<file path="config.mk">
export PLATFORM = sky130hd
export DESIGN_NAME = fpalu_uni2fp16
export DESIGN_NICKNAME = d
export VERILOG_FILES = /design/src/rtl/fpalu_pkg.sv /design/src/rtl/fpalu_lzd22.sv /design/src/rtl/fpalu_uni2fp16.sv
export SDC_FILE = /design/constraint.sdc
export NUM_CORES = 1
export LEC_CHECK = 0
export ABC_AREA = 1
export CAP_MARGIN = 20
export CORE_UTILIZATION = 40
export DETAILED_ROUTE_END_ITERATION = 12
export PLACE_DENSITY = 0.65
export SLEW_MARGIN = 15
export SYNTH_ARGS = -nofsm -noshare
export SYNTH_HDL_FRONTEND = slang
export SYNTH_SLANG_ARGS = --single-unit
</file>
<file path="constraint.sdc">
create_clock -name clk -period 10.82 [get_ports clk]
set_input_delay 1.082 -clock clk [delete_from_list [all_inputs] [get_ports clk]]
set_output_delay 1.082 -clock clk [all_outputs]
set_load 0.1 [all_outputs]
</file>
<file path="src/rtl/fpalu_pkg.sv">
// Shared FPALU constants and types: format widths, exponent biases and
// binary16 special encodings used by the unified<->binary16 converters.
package fpalu_pkg;

  localparam int ML_EXPSIZE   = 5;
  localparam int ML_MANSIZE   = 11;
  localparam int AL_EXPSIZE   = 6;
  localparam int AL_MANSIZE   = 22;
  localparam int UNI_EXPBIAS  = 31;
  localparam int FP16_EXPBIAS = 15;

  localparam logic [15:0] POS_INF = 16'h7C00;
  localparam logic [15:0] MAX_FIN = 16'h7BFF;

  typedef struct packed {
    logic ovf;
    logic unf;
    logic inx;
  } flags_t;

endpackage

</file>
<file path="src/rtl/fpalu_lzd22.sv">
// Combinational leading-zero count over the unified mantissa width;
// an all-zero input reports the full width.
module fpalu_lzd22
  import fpalu_pkg::*;
(
  input  logic [AL_MANSIZE-1:0]         vec,
  output logic [$clog2(AL_MANSIZE+1)-1:0] cnt
);

  localparam int CW = $clog2(AL_MANSIZE + 1);

  // Later (higher) set bits overwrite earlier ones, so the MSB-most one wins.
  always_comb begin
    cnt = CW'(AL_MANSIZE);
    for (int i = 0; i < AL_MANSIZE; i++) begin
      if (vec[i]) cnt = CW'(AL_MANSIZE - 1 - i);
    end
  end

endmodule

</file>
<file path="src/rtl/fpalu_uni2fp16.sv">
// Unified (sign, biased 6b exp, right-aligned 22b mantissa) to IEEE binary16
// converter: 3-stage valid/ready pipeline with RNE rounding and flags.
module fpalu_uni2fp16
  import fpalu_pkg::*;
#(
  parameter bit SATURATE     = 1'b0,
  parameter int UNI_EXPBIAS  = fpalu_pkg::UNI_EXPBIAS,
  parameter int FP16_EXPBIAS = fpalu_pkg::FP16_EXPBIAS
) (
  input  logic                  clk,
  input  logic                  rst,
  input  logic                  in_valid,
  output logic                  in_ready,
  input  logic                  in_sgn,
  input  logic [AL_EXPSIZE-1:0] in_exp,
  input  logic [AL_MANSIZE-1:0] in_man_dn,
  output logic                  out_valid,
  input  logic                  out_ready,
  output logic [15:0]           out_fp16,
  output logic                  out_ovf,
  output logic                  out_unf,
  output logic                  out_inx
);

  localparam int FW = ML_MANSIZE - 1;
  localparam int SW = AL_MANSIZE - 1;
  localparam logic signed [7:0] E_ADJ   = 8'(FP16_EXPBIAS - UNI_EXPBIAS - 1);
  localparam logic signed [7:0] EXP_MAX = 8'((1 << ML_EXPSIZE) - 1);

  function automatic logic [FW:0] rne_round(input logic [FW-1:0] frac,
                                            input logic g, input logic s);
    logic inc;
    inc = g & (s | frac[0]);
    return {1'b0, frac} + (FW+1)'(inc);
  endfunction

  function automatic logic [15:0] ovf_value(input logic sgn);
    return SATURATE ? {sgn, MAX_FIN[14:0]} : {sgn, POS_INF[14:0]};
  endfunction

  logic vld_p1, vld_p2;
  logic ready_p1, ready_p2, ready_p3;

  assign ready_p3 = ~out_valid | out_ready;
  assign ready_p2 = ~vld_p2 | ready_p3;
  assign ready_p1 = ~vld_p1 | ready_p2;
  assign in_ready = ready_p1;

  always_ff @(posedge clk or posedge rst) begin
    if (rst) begin
      vld_p1    <= 1'b0;
      vld_p2    <= 1'b0;
      out_valid <= 1'b0;
    end else begin
      if (ready_p1) vld_p1    <= in_valid;
      if (ready_p2) vld_p2    <= vld_p1;
      if (ready_p3) out_valid <= vld_p2;
    end
  end

  // ---- stage 1: capture input word, leading-zero detect ----
  logic                  sgn_p1;
  logic [AL_EXPSIZE-1:0] exp_p1;
  logic [AL_MANSIZE-1:0] man_p1;
  logic [4:0]            lz;

  always_ff @(posedge clk) begin
    if (ready_p1 && in_valid) begin
      sgn_p1 <= in_sgn;
      exp_p1 <= in_exp;
      man_p1 <= in_man_dn;
    end
  end

  fpalu_lzd22 u_lzd (
    .vec (man_p1),
    .cnt (lz)
  );

  // ---- stage 2: normalize, denormalize into the subnormal range ----
  logic signed [7:0]       e_norm, e_neg;
  logic [AL_MANSIZE-1:0]   sig_norm;
  logic [4:0]              sub_shm1;
  logic [2*AL_MANSIZE-1:0] sub_ext;
  logic                    tiny;

  // Shifting {sig,22'b0} by (1-E)-1 equals shifting {sig,23'b0} by 1-E with
  // the always-zero top bit dropped; 22 here is the 23-bit cap minus one.
  always_comb begin
    e_norm   = $signed({2'b00, exp_p1}) - $signed({3'b000, lz}) + E_ADJ;
    e_neg    = 8'sd0 - e_norm;
    sig_norm = man_p1 << lz;
    sub_shm1 = (e_neg > 8'sd22) ? 5'd22 : e_neg[4:0];
    sub_ext  = {sig_norm, {AL_MANSIZE{1'b0}}} >> sub_shm1;
    tiny     = (e_norm <= 8'sd0);
  end

  logic              sgn_p2, zero_p2, tiny_p2, sticky_p2;
  logic signed [7:0] ebase_p2;
  logic [SW-1:0]     sig_p2;

  always_ff @(posedge clk) begin
    if (ready_p2 && vld_p1) begin
      sgn_p2    <= sgn_p1;
      zero_p2   <= (man_p1 == '0);
      tiny_p2   <= tiny;
      ebase_p2  <= tiny ? 8'sd0 : e_norm;
      sig_p2    <= tiny ? sub_ext[2*AL_MANSIZE-1:AL_MANSIZE+1] : sig_norm[SW-1:0];
      sticky_p2 <= tiny ? (|sub_ext[AL_MANSIZE:0]) : 1'b0;
    end
  end

  // ---- stage 3: round to nearest even, pack, flag ----
  logic [FW-1:0]     frac;
  logic              g_bit, s_bit;
  logic [FW:0]       rnd;
  logic signed [7:0] exp_fin;
  logic [15:0]       res;
  flags_t            flg;

  always_comb begin
    frac    = sig_p2[SW-1:SW-FW];
    g_bit   = sig_p2[SW-FW-1];
    s_bit   = (|sig_p2[SW-FW-2:0]) | sticky_p2;
    rnd     = rne_round(frac, g_bit, s_bit);
    exp_fin = ebase_p2 + $signed({7'b0, rnd[FW]});
    res     = {sgn_p2, exp_fin[4:0], rnd[FW-1:0]};
    flg.ovf = 1'b0;
    flg.inx = g_bit | s_bit;
    flg.unf = tiny_p2 & (g_bit | s_bit);
    if (zero_p2) begin
      res = {sgn_p2, 15'b0};
      flg = '0;
    end else if (exp_fin >= EXP_MAX) begin
      res     = ovf_value(sgn_p2);
      flg.ovf = 1'b1;
      flg.inx = 1'b1;
      flg.unf = tiny_p2;
    end
  end

  always_ff @(posedge clk or posedge rst) begin
    if (rst) begin
      out_fp16 <= '0;
      out_ovf  <= 1'b0;
      out_unf  <= 1'b0;
      out_inx  <= 1'b0;
    end else if (ready_p3 && vld_p2) begin
      out_fp16 <= res;
      out_ovf  <= flg.ovf;
      out_unf  <= flg.unf;
      out_inx  <= flg.inx;
    end
  end

endmodule

</file>
==> run metrics, run 1 <==
status=completed; TritonCTS clock tree=done; share of the cycle needed by the critical path after routing=~64%; Inserted Diodes=0; number of nets with antenna violations after routing=0; gate count of the mapped netlist=950; cell count after placement=~1200; Setup crit end kind=register; vias after detailed routing=~6600; Nets=1029; area used by multi-input combinational logic=0.00373 mm^2; number of gates given a new drive strength after cts=0; clock buffer depth=2; CP startpoint kind=register; CP max stage delay=0.85 ns; power density over cell area=266 mW/mm^2; Area growth, synth to finish=14.7%; share of total power in the clock network=14.5%; filler instances=between 1500 and 2000; worst voltage drop across the vdd grid=roughly 0.00017 V; Achievable Freq=roughly 140 MHz; syn_area_per_cell=6.94 um^2; final design utilization=a little under half; Pwr Total=between 0.002 and 0.0025 W; fraction of power consumed by combinational cells=61.0%; number of primary I/O pins=54; met1 usage=between 20 and 30%; global-route wire length before repair=approximately 28000 um; total of max-cap violations=0; clock latency at the later pin of the worst-skew pair=between 0.3 and 0.4 ns; Seq pwr share=24.5%; via count of the first global-routing pass=5901; Synth Cell Area=approximately 0.0066 mm^2; H-tree levels=3; total core area=0.0160 mm^2; Vert. Die Dim=130 um; GP Congestion=1.02; net count of the mapped netlist=between 900 and 1000; total wirelength of the detailed-routed design=17300 um; average wire per cell in the routed design=roughly 14 um; routed via count divided by cell count=around 5.5; Post-synth EDFFs=62; Die Area=~0.017 mm^2; Most Used Layer, Global Route=met2; net switching power=approximately 0.0011 W; sequential element share of the synthesized area=a little over a third; share of cells above drive strength 1=between 4 and 5%; cell-internal power=approximately 0.00095 W; YS warnings=0; Slowest-stage cell, CP=clkinv_1; starting utilization of the core area=a little over 40%; number of antenna violations at the first check in global routing=0; total iterations of the first detailed-routing run=5; CTS root buf=clkbuf_16; # DRC=0; static power due to leakage=~3.4 nW; Hold WC Path Type=register to register; unrepaired setup endpoints after global routing=no; data required time of the critical path=between 10 and 15 ns; max-slew violation count=0; number of clock buffers inserted by TritonCTS=9; async set-reset flop share out of synthesis=26.2%; Post-Route Skew=between 0.01 and 0.015 ns; most used flip-flop cell after synthesis=edfxtp_1; arrival time of data at the critical path endpoint=7.02 ns; number of hold buffers added after cts=0; post-CTS setup-driven buffer insertion count=0; largest cells by area after synthesis=edfxtp_1 28%, nand3_1 19%, nand2_1 17%; largest delay contributor family on the critical path=simple AND/OR/NAND/NOR gates; global router's overall resource usage=a little over a fifth; slew at the pin with the worst max-slew slack=a little under 1 ns; Synth Register Bits=between 80 and 90; worst setup margin=about 3.9 ns; drt initial violations=500; proportion of total power due to net switching=between 50% and 60%; GR Layer Usage met2=about a third; Num Clock Sinks=84; worst setup path class=register to register; Sequential Area=around 0.0024 mm^2; detailed-placement wirelength estimate=13400 um; clock period minus final worst setup slack=around 7 ns; Buffers on Ports=53; FP Rows=46; final setup violation count=0; crit path buf inv count=2; pin count of the biggest net entering global routing=31; met3 routing resource usage after global routing=under 10%; worst-path maximum fanout=28; Final Hold Fails=0; minimum setup slack after placement=around 4 ns; setup_tns=0 ns; total grt overflow=0; fraction of synthesized cell area taken by the top area cell type=~28%; relative slew slack=35.0%; chip width=~130 um; cell seen most often among critical-path stages=nand2_1; CTS clock-pin slew for the worst setup and hold paths=~0.070 ns; Distinct cells, synth=between 40 and 50; largest area contributor in the synthesized netlist=edfxtp_1; final instance count without filler cells=between 1000 and 1500
cells by family after synthesis:
kind of cell | share of synthesized area, %
flops | 36.6
xor+xnor | 3.26
fa+ha+maj | 2.58
other cells | 0.0569
simple gates | 43.9
buf+inv | 6.98
mux | 0.171
compound gates | 6.47
flip-flops by register name (all words and copies together), names as in the netlist:
name / count
ebase_p2: 8
exp_p1: 6
man_p1: 22
out_fp16: 16
out_inx: 1
out_ovf: 1
out_unf: 1
out_valid: 1
sgn_p1: 1
sgn_p2: 1
sig_p2: 21
sticky_p2: 1
tiny_p2: 1
vld_p1: 1
vld_p2: 1
zero_p2: 1
layout by cell type, fill, tap and decap left out, types with 5 or more instances in the layout:
master and instances:
nand2_1 295, a21oi_1 14, clkinv_1 5, inv_2 5, dfrtp_1 22, o21ai_0 21
clkbuf_16 9, xor2_1 14, inv_1 59, o22ai_1 6, nor2_1 60, a32o_1 7
clkdlybuf4s50_1 53, xnor2_1 5, edfxtp_1 62, nand3b_1 5, ha_1 12, nand4_1 17
nand3_1 256, buf_4 6
power groups by stage:
stage	clock network, W	logic [W]	registers [W]
after floorplan	0	0.000714	0.000727
after global placement	0	0.00120	0.000496
after detailed placement	0	0.00120	0.000499
after CTS	0.000299	0.00121	0.000493
after global routing	0.000313	0.00135	0.000502
final	0.000291	0.00123	0.000492
synth_stat cells, types with 2 or more instances:
| master | number |
|---|---|
| a211o_1 | 2 |
| a21oi_1 | 15 |
| a32o_1 | 7 |
| and3_1 | 2 |
| buf_2 | 7 |
| buf_4 | 4 |
| buf_6 | 3 |
| clkbuf_1 | 23 |
| clkinv_1 | 4 |
| dfrtp_1 | 22 |
| edfxtp_1 | 62 |
| ha_1 | 12 |
| inv_1 | 60 |
| inv_2 | 5 |
| inv_4 | 2 |
| nand2_1 | 295 |
| nand2_2 | 4 |
| nand3_1 | 256 |
| nand3b_1 | 5 |
| nand4_1 | 17 |
| nor2_1 | 60 |
| nor3_1 | 2 |
| nor4_1 | 2 |
| o211ai_1 | 3 |
| o21ai_0 | 22 |
| o21ai_1 | 3 |
| o22ai_1 | 6 |
| o31ai_1 | 4 |
| or2_1 | 3 |
| xnor2_1 | 5 |
| xor2_1 | 14 |
| xor2_2 | 2 |
worst register-to-register path, delay by kind of cell, from the launching register on:
kind | cells | cell delay (ns)
adder cells (fa/ha/maj) | 1 | 0.63
buffers and inverters | 2 | 1.62
XOR/XNOR | 3 | 0.55
flip-flops | 1 | 0.42
AND/OR/NAND/NOR | 13 | 2.06
AO/OA/AOI/OAI | 7 | 1.43
layout make-up:
cell class / instances / area share [%]
Multi-Input combinational cell: 757 / 49.2
Clock inverter: 7 / 0.777
Sequential cell: 84 / 31.9
Tap cell: 216 / 3.57
Clock buffer: 9 / 2.98
Timing Repair Buffer: 60 / 7.97
Inverter: 71 / 3.59
per-layer routing:
metal / wire, um / vias to the layer above
met2: 7990 / 240
li1: - / 3314
met5: 0 / -
met1: 7900 / 2984
met3: 1090 / 29
met4: 335 / 0
final timing paths:
kind                                 start           to  slack, ns  depth (start not counted)
worst max-delay path            man_p1[12]    sticky_p2       3.88                         26
worst min-delay path                sgn_p1       sgn_p2       0.43                          0
worst max register to register  man_p1[12]    sticky_p2       3.88                         26
worst min register to register      sgn_p1       sgn_p2       0.43                          0
max in group asynchronous              rst  out_fp16[2]       9.09                          2
min in group asynchronous              rst    out_valid       1.20                          2
per-stage QoR:
step                      area [um^2]  hold WS [ns]
after floorplan                  6600         0.400
after global placement           7260         0.401
after detailed placement         7260         0.413
after CTS                        7540         0.429
after global routing             7570         0.432
final                            7570         0.427
(Power assumes the default switching activity.)
==> run 2, diff against run 1 <==
--- a/config.mk
+++ b/config.mk
@@ -9,7 +9,7 @@
 export CAP_MARGIN = 20
 export CORE_UTILIZATION = 40
 export DETAILED_ROUTE_END_ITERATION = 12
-export PLACE_DENSITY = 0.65
+export PLACE_DENSITY = 0.67
 export SLEW_MARGIN = 15
 export SYNTH_ARGS = -nofsm -noshare
 export SYNTH_HDL_FRONTEND = slang
==> constraint.sdc (replaced) <==
create_clock -name clk -period 5.72 [get_ports clk]
set_input_delay 0.572 -clock clk [delete_from_list [all_inputs] [get_ports clk]]
set_output_delay 0.572 -clock clk [all_outputs]
set_load 0.1 [all_outputs]
==> run 2 against run 1 <==
Effect of this change: maximum frequency up 26%; critical path depth up 20; clock skew down 0.0016 ns; global-route usage up 1.1 points; hold slack better by 0.0019 ns; combinational power up 110%; first-iteration DRC count up 22%; final area up 7.6%; clock power up 120%.
==> run metrics, run 2 (synthesis gave the netlist of run 1 again) <==
largest delay contributor family on the critical path=simple AND/OR/NAND/NOR gates (unchanged); Buffers on Ports=53 (unchanged); power density over cell area=511 mW/mm^2 (was 266 mW/mm^2); Hold WC Path Type=register to register (unchanged); total core area=0.0160 mm^2 (unchanged); Die Area=0.0170 mm^2 (unchanged); worst voltage drop across the vdd grid=0.000345 V (was 0.000169 V); detailed-placement wirelength estimate=14200 um (was 13400 um); unrepaired setup endpoints after global routing=yes (was no); starting utilization of the core area=41.2% (unchanged); total grt overflow=0 (unchanged); total wirelength of the detailed-routed design=18700 um (was 17300 um); filler instances=1615 (was 1690); Pwr Total=0.00416 W (was 0.00201 W); Worst Hold Margin=0.429 ns (was 0.427 ns); Area growth, synth to finish=23.4% (was 14.7%); Post-Route Skew=0.00886 ns (was 0.0105 ns); number of primary I/O pins=54 (unchanged); TritonCTS clock tree=done (unchanged); Achievable Freq=182 MHz (was 144 MHz); most common cell after layout, fill and taps aside=nand2_1 (unchanged); crit path buf inv count=4 (was 2); number of antenna violations at the first check in global routing=0 (unchanged); Final Hold Fails=0 (unchanged); pin count of the biggest net entering global routing=30 (was 31); data required time of the critical path=5.81 ns (was 10.90 ns); static power due to leakage=3.68 nW (was 3.41 nW); post-route design area=0.00814 mm^2 (was 0.00757 mm^2); via count of the first global-routing pass=5948 (was 5901); drt initial violations=612 (was 500); average wire per cell in the routed design=15.1 um (was 14.4 um); max FFs per register=22 (unchanged); final setup violation count=0 (unchanged); Inserted Diodes=0 (unchanged); share of the cycle needed by the critical path after routing=96.0% (was 64.1%); relative slew slack=34.7% (was 35.0%); global-route wire length before repair=29300 um (was 28300 um); max-slew violation count=0 (unchanged); Nets=1069 (was 1029); minimum setup slack after placement=0.0994 ns (was 4.01 ns); CTS root buf=clkbuf_16 (unchanged); global router's overall resource usage=22.4% (was 21.4%); worst setup margin=0.230 ns (was 3.88 ns); FP Rows=46 (unchanged); H-tree levels=3 (unchanged); register-to-register path setup slack=0.23 ns (was 3.88 ns); total of max-cap violations=0 (unchanged); worst-path maximum fanout=7 (was 28); Setup crit end kind=register (unchanged); cell seen most often among critical-path stages=nand2_1 (unchanged); top library cells by usage in the layout, fill and taps aside=281 x nand2_1, 238 x nand3_1, 62 x edfxtp_1, 57 x nor2_1, 56 x inv_1 (was 295 x nand2_1, 256 x nand3_1, 62 x edfxtp_1, 60 x nor2_1, 59 x inv_1); Num Clock Sinks=84 (unchanged); GP Congestion=0.959 (was 1.02); arrival time of data at the critical path endpoint=5.58 ns (was 7.02 ns); Slowest-stage cell, CP=fa_1 (was clkinv_1); number of clock buffers inserted by TritonCTS=9 (unchanged); slew at the pin with the worst max-slew slack=0.977 ns (was 0.972 ns); leading registers by flop count=man_p1 (22), sig_p2 (21), out_fp16 (16) (unchanged); status=completed (unchanged); clock latency at the later pin of the worst-skew pair=0.35 ns (about the same); CTS clock-pin slew for the worst setup and hold paths=0.07 ns (about the same); Placement Cell Area=0.00738 mm^2 (was 0.00726 mm^2); Vert. Die Dim=130 um (unchanged); clock period minus final worst setup slack=5.49 ns (was 6.94 ns); CP startpoint kind=register (unchanged); clock buffer depth=2 (unchanged); number of nets with antenna violations after routing=0 (unchanged); # DRC=0 (unchanged); vias after detailed routing=6846 (was 6567); worst setup path class=register to register (unchanged); CP max stage delay=0.59 ns (was 0.85 ns); share of cells above drive strength 1=12.4% (was 4.55%); chip width=130 um (unchanged); largest register by flop count=man_p1 (unchanged); total iterations of the first detailed-routing run=6 (was 5); routed via count divided by cell count=5.50 (was 5.45); number of hold buffers added after cts=0 (unchanged)
==> run 2: final timing paths <==
path	from	cells after the start	to
setup / recovery	man_p1[2]	46	sticky_p2
hold reg to reg	sgn_p1	0	sgn_p2
min in group asynchronous	rst	2	out_fp16[14]
setup reg to reg	man_p1[2]	46	sticky_p2
hold / removal	sgn_p1	0	sgn_p2
max in group asynchronous	rst	2	out_fp16[6]
==> run 2: stage by stage <==
stage                     utilization (%)  TNS [ns]  std cells
after global routing                 50.9    -0.144       1244
after global placement               46.1         0       1203
final                                50.9         0       1244
after CTS                            48.2         0       1219
after detailed placement             46.1         0       1203
after floorplan                         -         0        950
==> run 2: what timing repair did <==
| item | 4_1_cts | 5_1_grt |
|---|---|---|
| setup buffers | 0 | 21 |
| endpoints found under the setup margin | 0 | 14 |
| resized for setup | 0 | 57 |
==> run 2: worst register-to-register path, delay by kind of cell (launching register included) <==
| family | cells | cell delay, ns |
|---|---|---|
| xor+xnor | 2 | 0.37 |
| fa+ha+maj | 3 | 0.95 |
| simple gates | 33 | 2.82 |
| compound gates | 4 | 0.34 |
| buf+inv | 4 | 0.37 |
| flops | 1 | 0.42 |
==> run 2: routing by layer <==
metal  GRT usage [%]  vias up  share of wire, %
li1                -     3403                 -
met1            29.8     3126                43
met2            36.1      279                47
met3            3.62       38               7.1
met4            9.87        0               3.1
met5               0        -                 0
==> run 2: cell type report <==
class | count | area [um^2] | area share, %
Timing Repair inverter | 2 | 17.5 | 0.215
Clock buffer | 13 | 314 | 3.86
Multi-Input combinational cell | 758 | 3910 | 48.0
Timing Repair Buffer | 97 | 905 | 11.1
Sequential cell | 84 | 2410 | 29.6
Inverter | 71 | 287 | 3.52
Clock inverter | 3 | 26.3 | 0.323
Tap cell | 216 | 270 | 3.32
==> run 2: power by group <==
part | switching (W) | total [W] | internal [W]
Sequential | 0.0000804 | 0.000930 | 0.000849
Combinational | 0.00181 | 0.00259 | 0.000783
Clock | 0.000246 | 0.000636 | 0.000390
Total | 0.00214 | 0.00416 | 0.00202
